===== src/rtl/serial_deframer_pkg.sv =====
// Shared definitions for the serial deframer and its companion serializer/benches:
// receiver state encoding and frame-length helper.
package serial_deframer_pkg;

  typedef enum logic [1:0] {
    IDLE   = 2'd0,
    DATA   = 2'd1,
    PARITY = 2'd2,
    STOP   = 2'd3
  } state_t;

  localparam int WIDTH_DEFAULT     = 8;
  localparam int PARITY_EN_DEFAULT = 1;

  // Start + data + optional parity + stop.
  function automatic int frame_bits(input int width, input int parity_en);
    return width + 2 + parity_en;
  endfunction

  localparam int FRAME_BITS = frame_bits(WIDTH_DEFAULT, PARITY_EN_DEFAULT);

endpackage


===== src/rtl/serial_in_shreg.sv =====
// Serial-in, parallel-out receive register: new bits enter at the MSB and
// move toward bit 0, so the first bit shifted in ends up in bit 0.
module serial_in_shreg #(
  parameter int WIDTH = 8
) (
  input  logic             clock,
  input  logic             clear,
  input  logic             shift_en,
  input  logic             din,
  output logic [WIDTH-1:0] q
);

  for (genvar gi = 0; gi < WIDTH; gi++) begin : g_bit
    logic d_in;
    logic bit_reg;

    if (gi == WIDTH - 1) begin : g_msb
      assign d_in = din;
    end else begin : g_lower
      assign d_in = q[gi+1];
    end

    always_ff @(posedge clock or negedge clear) begin
      if (!clear) begin
        bit_reg <= 1'b0;
      end else if (shift_en) begin
        bit_reg <= d_in;
      end
    end

    assign q[gi] = bit_reg;
  end

endmodule


===== src/rtl/serial_deframer.sv =====
// Receives start/stop-framed serial words (LSB first, optional even parity)
// and presents each good word with a one-cycle valid strobe and error flags.
module serial_deframer
  import serial_deframer_pkg::*;
#(
  parameter int WIDTH     = WIDTH_DEFAULT,
  parameter int PARITY_EN = PARITY_EN_DEFAULT
) (
  input  logic             clock,
  input  logic             clear,
  input  logic             din,
  output logic [WIDTH-1:0] out_data,
  output logic             out_valid,
  output logic             parity_err,
  output logic             frame_err,
  output logic             busy
);

  localparam int CW = $clog2(WIDTH);
  localparam logic [CW-1:0] LAST_BIT = CW'(WIDTH - 1);

  state_t          state_reg, state_next;
  logic [CW-1:0]   cnt_reg, cnt_next;
  logic            par_acc_reg, par_acc_next;
  logic            rx_par_reg, rx_par_next;
  logic [WIDTH-1:0] out_data_reg, out_data_next;
  logic            out_valid_reg, out_valid_next;
  logic            parity_err_reg, parity_err_next;
  logic            frame_err_reg, frame_err_next;
  logic            shift_en;
  logic [WIDTH-1:0] word;

  serial_in_shreg #(
    .WIDTH (WIDTH)
  ) u_shreg (
    .clock    (clock),
    .clear    (clear),
    .shift_en (shift_en),
    .din      (din),
    .q        (word)
  );

  always_ff @(posedge clock or negedge clear) begin
    if (!clear) begin
      state_reg      <= IDLE;
      cnt_reg        <= '0;
      par_acc_reg    <= 1'b0;
      rx_par_reg     <= 1'b0;
      out_data_reg   <= '0;
      out_valid_reg  <= 1'b0;
      parity_err_reg <= 1'b0;
      frame_err_reg  <= 1'b0;
    end else begin
      state_reg      <= state_next;
      cnt_reg        <= cnt_next;
      par_acc_reg    <= par_acc_next;
      rx_par_reg     <= rx_par_next;
      out_data_reg   <= out_data_next;
      out_valid_reg  <= out_valid_next;
      parity_err_reg <= parity_err_next;
      frame_err_reg  <= frame_err_next;
    end
  end

  always_comb begin
    state_next      = state_reg;
    cnt_next        = cnt_reg;
    par_acc_next    = par_acc_reg;
    rx_par_next     = rx_par_reg;
    out_data_next   = out_data_reg;
    out_valid_next  = 1'b0;
    parity_err_next = parity_err_reg;
    frame_err_next  = 1'b0;
    shift_en        = 1'b0;

    case (state_reg)
      IDLE: begin
        if (!din) begin
          state_next   = DATA;
          cnt_next     = '0;
          par_acc_next = 1'b0;
        end
      end
      DATA: begin
        shift_en     = 1'b1;
        par_acc_next = par_acc_reg ^ din;
        if (cnt_reg == LAST_BIT) begin
          state_next = (PARITY_EN != 0) ? PARITY : STOP;
        end else begin
          cnt_next = cnt_reg + 1'b1;
        end
      end
      PARITY: begin
        rx_par_next = din;
        state_next  = STOP;
      end
      STOP: begin
        // A low stop bit only flags the error; it is never taken as a new start.
        state_next = IDLE;
        if (din) begin
          out_data_next   = word;
          out_valid_next  = 1'b1;
          parity_err_next = (PARITY_EN != 0) ? (par_acc_reg ^ rx_par_reg) : 1'b0;
        end else begin
          frame_err_next = 1'b1;
        end
      end
      default: state_next = IDLE;
    endcase
  end

  assign out_data   = out_data_reg;
  assign out_valid  = out_valid_reg;
  assign parity_err = parity_err_reg;
  assign frame_err  = frame_err_reg;
  assign busy       = (state_reg != IDLE);

endmodule


===== config.mk =====
export PLATFORM = sky130hd
export DESIGN_NAME = serial_deframer
export DESIGN_NICKNAME = d
export VERILOG_FILES = /design/src/rtl/serial_deframer_pkg.sv /design/src/rtl/serial_in_shreg.sv /design/src/rtl/serial_deframer.sv
export SDC_FILE = /design/constraint.sdc
export NUM_CORES = 1
export LEC_CHECK = 0
export ABC_CLOCK_PERIOD_IN_PS = 2000
export BUFFER_PORTS_ARGS = -buffer_cell sky130_fd_sc_hd__buf_2
export CAP_MARGIN = 30
export CORE_MARGIN = 10
export CORE_UTILIZATION = 55
export CTS_BUF_LIST = sky130_fd_sc_hd__clkbuf_8
export DETAILED_ROUTE_END_ITERATION = 8
export HOLD_SLACK_MARGIN = 0.1
export MAX_ROUTING_LAYER = met4
export PLACE_DENSITY = 0.76
export SYNTH_ARGS = -nofsm -noshare
export SYNTH_HDL_FRONTEND = slang
export SYNTH_SLANG_ARGS = --single-unit

===== constraint.sdc =====
create_clock -name clock -period 2 [get_ports clock]
set_clock_uncertainty 0.2 [all_clocks]
set_input_delay 0.4 -clock clock [delete_from_list [all_inputs] [get_ports clock]]
set_output_delay 0.4 -clock clock [all_outputs]
set_load 0.005 [all_outputs]

## Word-level counts from Yosys, hierarchy flattened

Index checks and enable logic that the tools add are counted.

- Register bits: 26
- Input bits: 3
- Output and inout port bits: 12

- $add $sub $neg: 1
- Equality and inequality tests: 7
- Mux-type cells: 13
- Bitwise operators: 2
- Reduce and logical (&&, ||, !) cells: 7

Operators by type and width:

| operator | count |
|---|---|
| $pmux W2 S4 | 1 |
| $mux W1 | 6 |
| $mux W3 | 2 |
| $ne A2 B2 Y1 const B | 3 |
| $pmux W3 S2 | 1 |
| $reduce_and A2 Y1 | 3 |
| $eq A2 B2 Y1 const B | 2 |
| $mux W2 | 2 |
| $reduce_bool A2 Y1 | 2 |
| $add A3 B1 Y3 const B | 1 |
| $eq A3 B3 Y1 const B | 1 |
| $reduce_and A3 Y1 | 1 |
| $eq A2 B1 Y1 const B | 1 |
| $logic_not A2 Y1 | 1 |
| $pmux W1 S2 | 1 |
| $xor A1 B1 Y1 | 2 |

## Depth between registers and ports, before layout

- Word-level depth: 3
- Depth in mapped cells: 6
- Gate-level depth less buffers: 5

## Hierarchy

From an unflattened synthesis, not the netlist that was laid out.

- Cells, all modules: 88
- Area total of the unflattened synthesis: 1,249.9 sq um

Modules (own cells, without submodules):

| module | times used | cells an instance | area an instance (sq um) |
|---|---|---|---|
| serial_deframer | 1 | 63 | 858.3 |
| serial_in_shreg | 1 | 25 | 391.6 |

## Least setup slack after synthesis

No wires, ideal clock.

- Path kind: reg2reg
- Start point: reg cnt_reg[0]
- End point: reg cnt_reg[0]
- Library setup time: 0.125 ns
- Data arrival time: 1.349 ns
- Required time: 1.675 ns
- Path slack: 0.326 ns
- Stages on the path, launching flop included: 6
- Cells stage by stage: dfrtp_1 -> ha_1 -> ha_1 -> a22oi_2 -> o21a_4 -> mux2_4

- Cells in the longest elaborated chain, start to end: 3
- Elaborated cells on any way between the ends: 6
- Those cells by class: add/sub (1); eq/ne (2); mux (2); reduce/logical (1)

RTL lines:

| element | RTL line | source |
|---|---|---|
| start, declared | serial_deframer.sv:23 | `logic [CW-1:0] cnt_reg, cnt_next;` |
| start signal, assigned | serial_deframer.sv:55 | `cnt_reg <= cnt_next;` |
| $add A3 B1 Y3 / $eq A3 B3 Y1 (equally long branches) | serial_deframer.sv:90, serial_deframer.sv:87 |  |
| $mux W3 / $ne A2 B2 Y1 (equally long branches) | -- |  |
| $pmux W3 S2 / $reduce_and A3 Y1 (equally long branches) | -- |  |

Several ways; a longest one is shown, not always the timed one. The select of a mux whose other input is x is not followed.
A chain may end at the register's enable or synchronous reset.

## Final worst setup path

- Start point: reg state_reg[0]
- End point: out busy

- Cells in the longest elaborated chain, start to end: 1

RTL lines:

| element | RTL line | source |
|---|---|---|
| start, declared | serial_deframer.sv:22 | `state_t state_reg, state_next;` |
| start signal, assigned | serial_deframer.sv:54 | `state_reg <= state_next;` |
| $reduce_bool A2 Y1 | serial_deframer.sv:116 | `assign busy = (state_reg != IDLE);` |
| end, declared | serial_deframer.sv:16 | `output logic busy` |

Every way passes these cells.

==> metrics <==
status finished clean; critical-path cell list inv_1 -> ha_2 -> inv_1 -> buf_2; M3 GR Usage 2.71%; drt total wl 1.76 mm; postcts setup bufs 0; GRT Overall Usage 9.17%; number of global-route vias before repair 702; clock sink count 26; grt ovf 0; final slew viol count 0; core area 1980 um^2; max reg flops 8; Via density 5.18; crit end category primary output; drc violations 0; Reg area 651 um^2; Seq/Total Area, Yosys 56.4%; Synth cell types 21; Reg2Reg Depth 5; drt pass-1 iters 3; iteration-0 DRC count of the detailed router 18; fill count 132; type of the worst setup path flip-flop to primary output; Seq cells post-synth 26; IO Port Bufs 14; hold-critical path depth 2; P_leak 0.000636 uW; relative slew slack 62.6%; share of layout cells above drive strength 1 42.9%; slowest CP cell dfrtp_1; antenna violations before repair 0; Worst Tran Pin Value 561 ps; clock slew at reported path FFs 80 ps; Max clock buf depth 2; TritonCTS Buffers 3; vias after detailed routing 647; Total Die Area 4330 um^2; Detailed Place HPWL 1.33 mm; area growth from synthesis to layout 12.9%; Ant. Diodes 0; fin worst setup slack 130 ps; peak supply drop 905 uV; most frequent CP cell inv_1; Initial Util 58.2%; post-route ant nets 0; WP data required 1400 ps; Top Usage Layer GRT met2; crit start category flip-flop; Routed WL per cell 14.1 um; post-synthesis instance area 1150 um^2; first-pass GRT wire length 3.05 mm; Worst EP arrival 1270 ps; Final GP Congestion 0.684; setup total negative slack 0 ps; Final setup viols 0; Tmin final 1870 ps; Avg Cell Area, Syn 14.2 um^2; Synth warnings 0; Syn Inst Count 81; max_cap viols 0; pre-CTS WS 199 ps; Mapped Nets 91; clk root buf clkbuf_8; TritonCTS clock tree yes; die height 65.8 um; clk_lat worst skew 260 ps; hold crit path type primary input to flip-flop; row cnt 16; largest net degree at the start of global routing 27; nets 109; fin crit share 93.5%; slowest stage delay, CP 430 ps; met2 usage 14.9%; Pwr Density 1590 nW/um^2; max frequency 535 MHz; worst-path fanout max 6; # IOs 15; area of the multi-input gates 453 um^2; CTS H-tree lvls 1; Final Hold Fails 0; unrepaired setup endpoints after global routing false; Die Span X 65.8 um; M1 GR Usage 9.60%
cell usage after synthesis:
| library cell | n | share of area [%] |
|---|---|---|
| a21oi_1 | 3 | 1.3 |
| a22oi_2 | 1 | 1.1 |
| and2b_1 | 1 | 0.65 |
| and4_1 | 1 | 0.76 |
| buf_4 | 1 | 0.65 |
| buf_6 | 2 | 2.0 |
| dfrtp_1 | 26 | 56 |
| ha_1 | 7 | 7.6 |
| inv_1 | 6 | 2.0 |
| mux2_2 | 18 | 18 |
| mux2_4 | 1 | 1.3 |
| mux2i_1 | 2 | 1.7 |
| nand2_1 | 3 | 0.98 |
| nand2_2 | 1 | 0.54 |
| nor2b_1 | 2 | 1.1 |
| nor3_1 | 1 | 0.43 |
| o21a_4 | 1 | 1.3 |
| o21ai_0 | 1 | 0.43 |
| o32a_1 | 1 | 0.87 |
| or2b_1 | 1 | 0.65 |
| xnor2_1 | 1 | 0.76 |
final timing paths:
kind	from	endpoint	slack [ps]
setup / recovery	state_reg[0]$_DFFE_PN0P_	busy	130
hold / removal	din	frame_err$_DFF_PN0_	200
setup reg to reg	state_reg[1]$_DFFE_PN0P_	state_reg[1]$_DFFE_PN0P_	190
hold reg to reg	parity_err$_DFFE_PN0P_	parity_err$_DFFE_PN0P_	290
max in group asynchronous	clear	u_shreg.g_bit[1].d_in$_DFFE_PN0N_	780
min in group asynchronous	clear	parity_err$_DFFE_PN0P_	450
what timing repair did:
item,4_1_cts,5_1_grt
gates resized for setup,0,1
endpoints found under the hold margin,26,0
hold buffers,1,0
endpoints found under the setup margin,0,1
logic make-up after synthesis:
group | Yosys count | synth area share [%]
xor+xnor | 1 | 0.759
flops | 26 | 56.4
mux | 21 | 20.6
fa+ha+maj | 7 | 7.59
simple gates | 10 | 5.10
compound gates | 7 | 4.99
buf+inv | 9 | 4.56
per-stage QoR:
| step | hold WS (ps) | util [%] | area, um^2 | std cells | total power, uW |
|---|---|---|---|---|---|
| finish | 204 | 65.7 | 1300 | 125 | 2070 |
| global route | 210 | 65.7 | 1300 | 125 | 2250 |
| CTS | 201 | 65.6 | 1300 | 125 | 2110 |
| detailed placement | 223 | 62.3 | 1230 | 120 | 1780 |
| global placement | 225 | 62.3 | 1230 | 120 | 1720 |
| floorplan | -95.6 | - | 1150 | 81 | 1520 |
per-layer routing:
| layer | up-vias | share of wire (%) |
|---|---|---|
| li1 | 310 | - |
| met1 | 324 | 42 |
| met2 | 11 | 51 |
| met3 | 2 | 6.1 |
| met4 | 0 | 0.91 |
| met5 | - | 0 |
worst max-delay path: cells and delay by family, from the launching register on:
family,cells,cell delay (ps)
adder cells (fa/ha/maj),1,250
buffers and inverters,3,330
flip-flops,1,430
area by class of cell:
class | count | area share (%)
Timing Repair Buffer | 16 | 6.72
Tap cell | 27 | 2.59
Sequential cell | 26 | 50.0
Inverter | 6 | 1.73
Multi-Input combinational cell | 46 | 34.8
Clock buffer | 4 | 4.23
cells in the final DEF (no fill, tap or decap):
cell type      Yosys  routed
nand2_1            3       3
mux2_4             1       1
a21oi_1            3       3
xnor2_1            1       1
o21a_4             1       1
and4_1             1       1
o21ai_0            1       1
nor2b_1            2       2
buf_4              1       1
o32a_1             1       1
dfrtp_1           26      26
clkbuf_8           0       4
inv_1              6       6
ha_1               7       6
and2b_1            1       1
nor3_1             1       1
ha_2               0       1
mux2_2            18      18
dlygate4sd3_1      0       1
or2b_1             1       1
a22oi_2            1       1
buf_2              0      14
mux2i_1            2       2
nand2_2            1       1
power breakdown:
group / internal, uW / switching, uW
sequential: 766 / 142
clock: 176 / 151
combinational: 494 / 343
total: 1440 / 636
No activity file was read; power rests on OpenSTA's default activity.
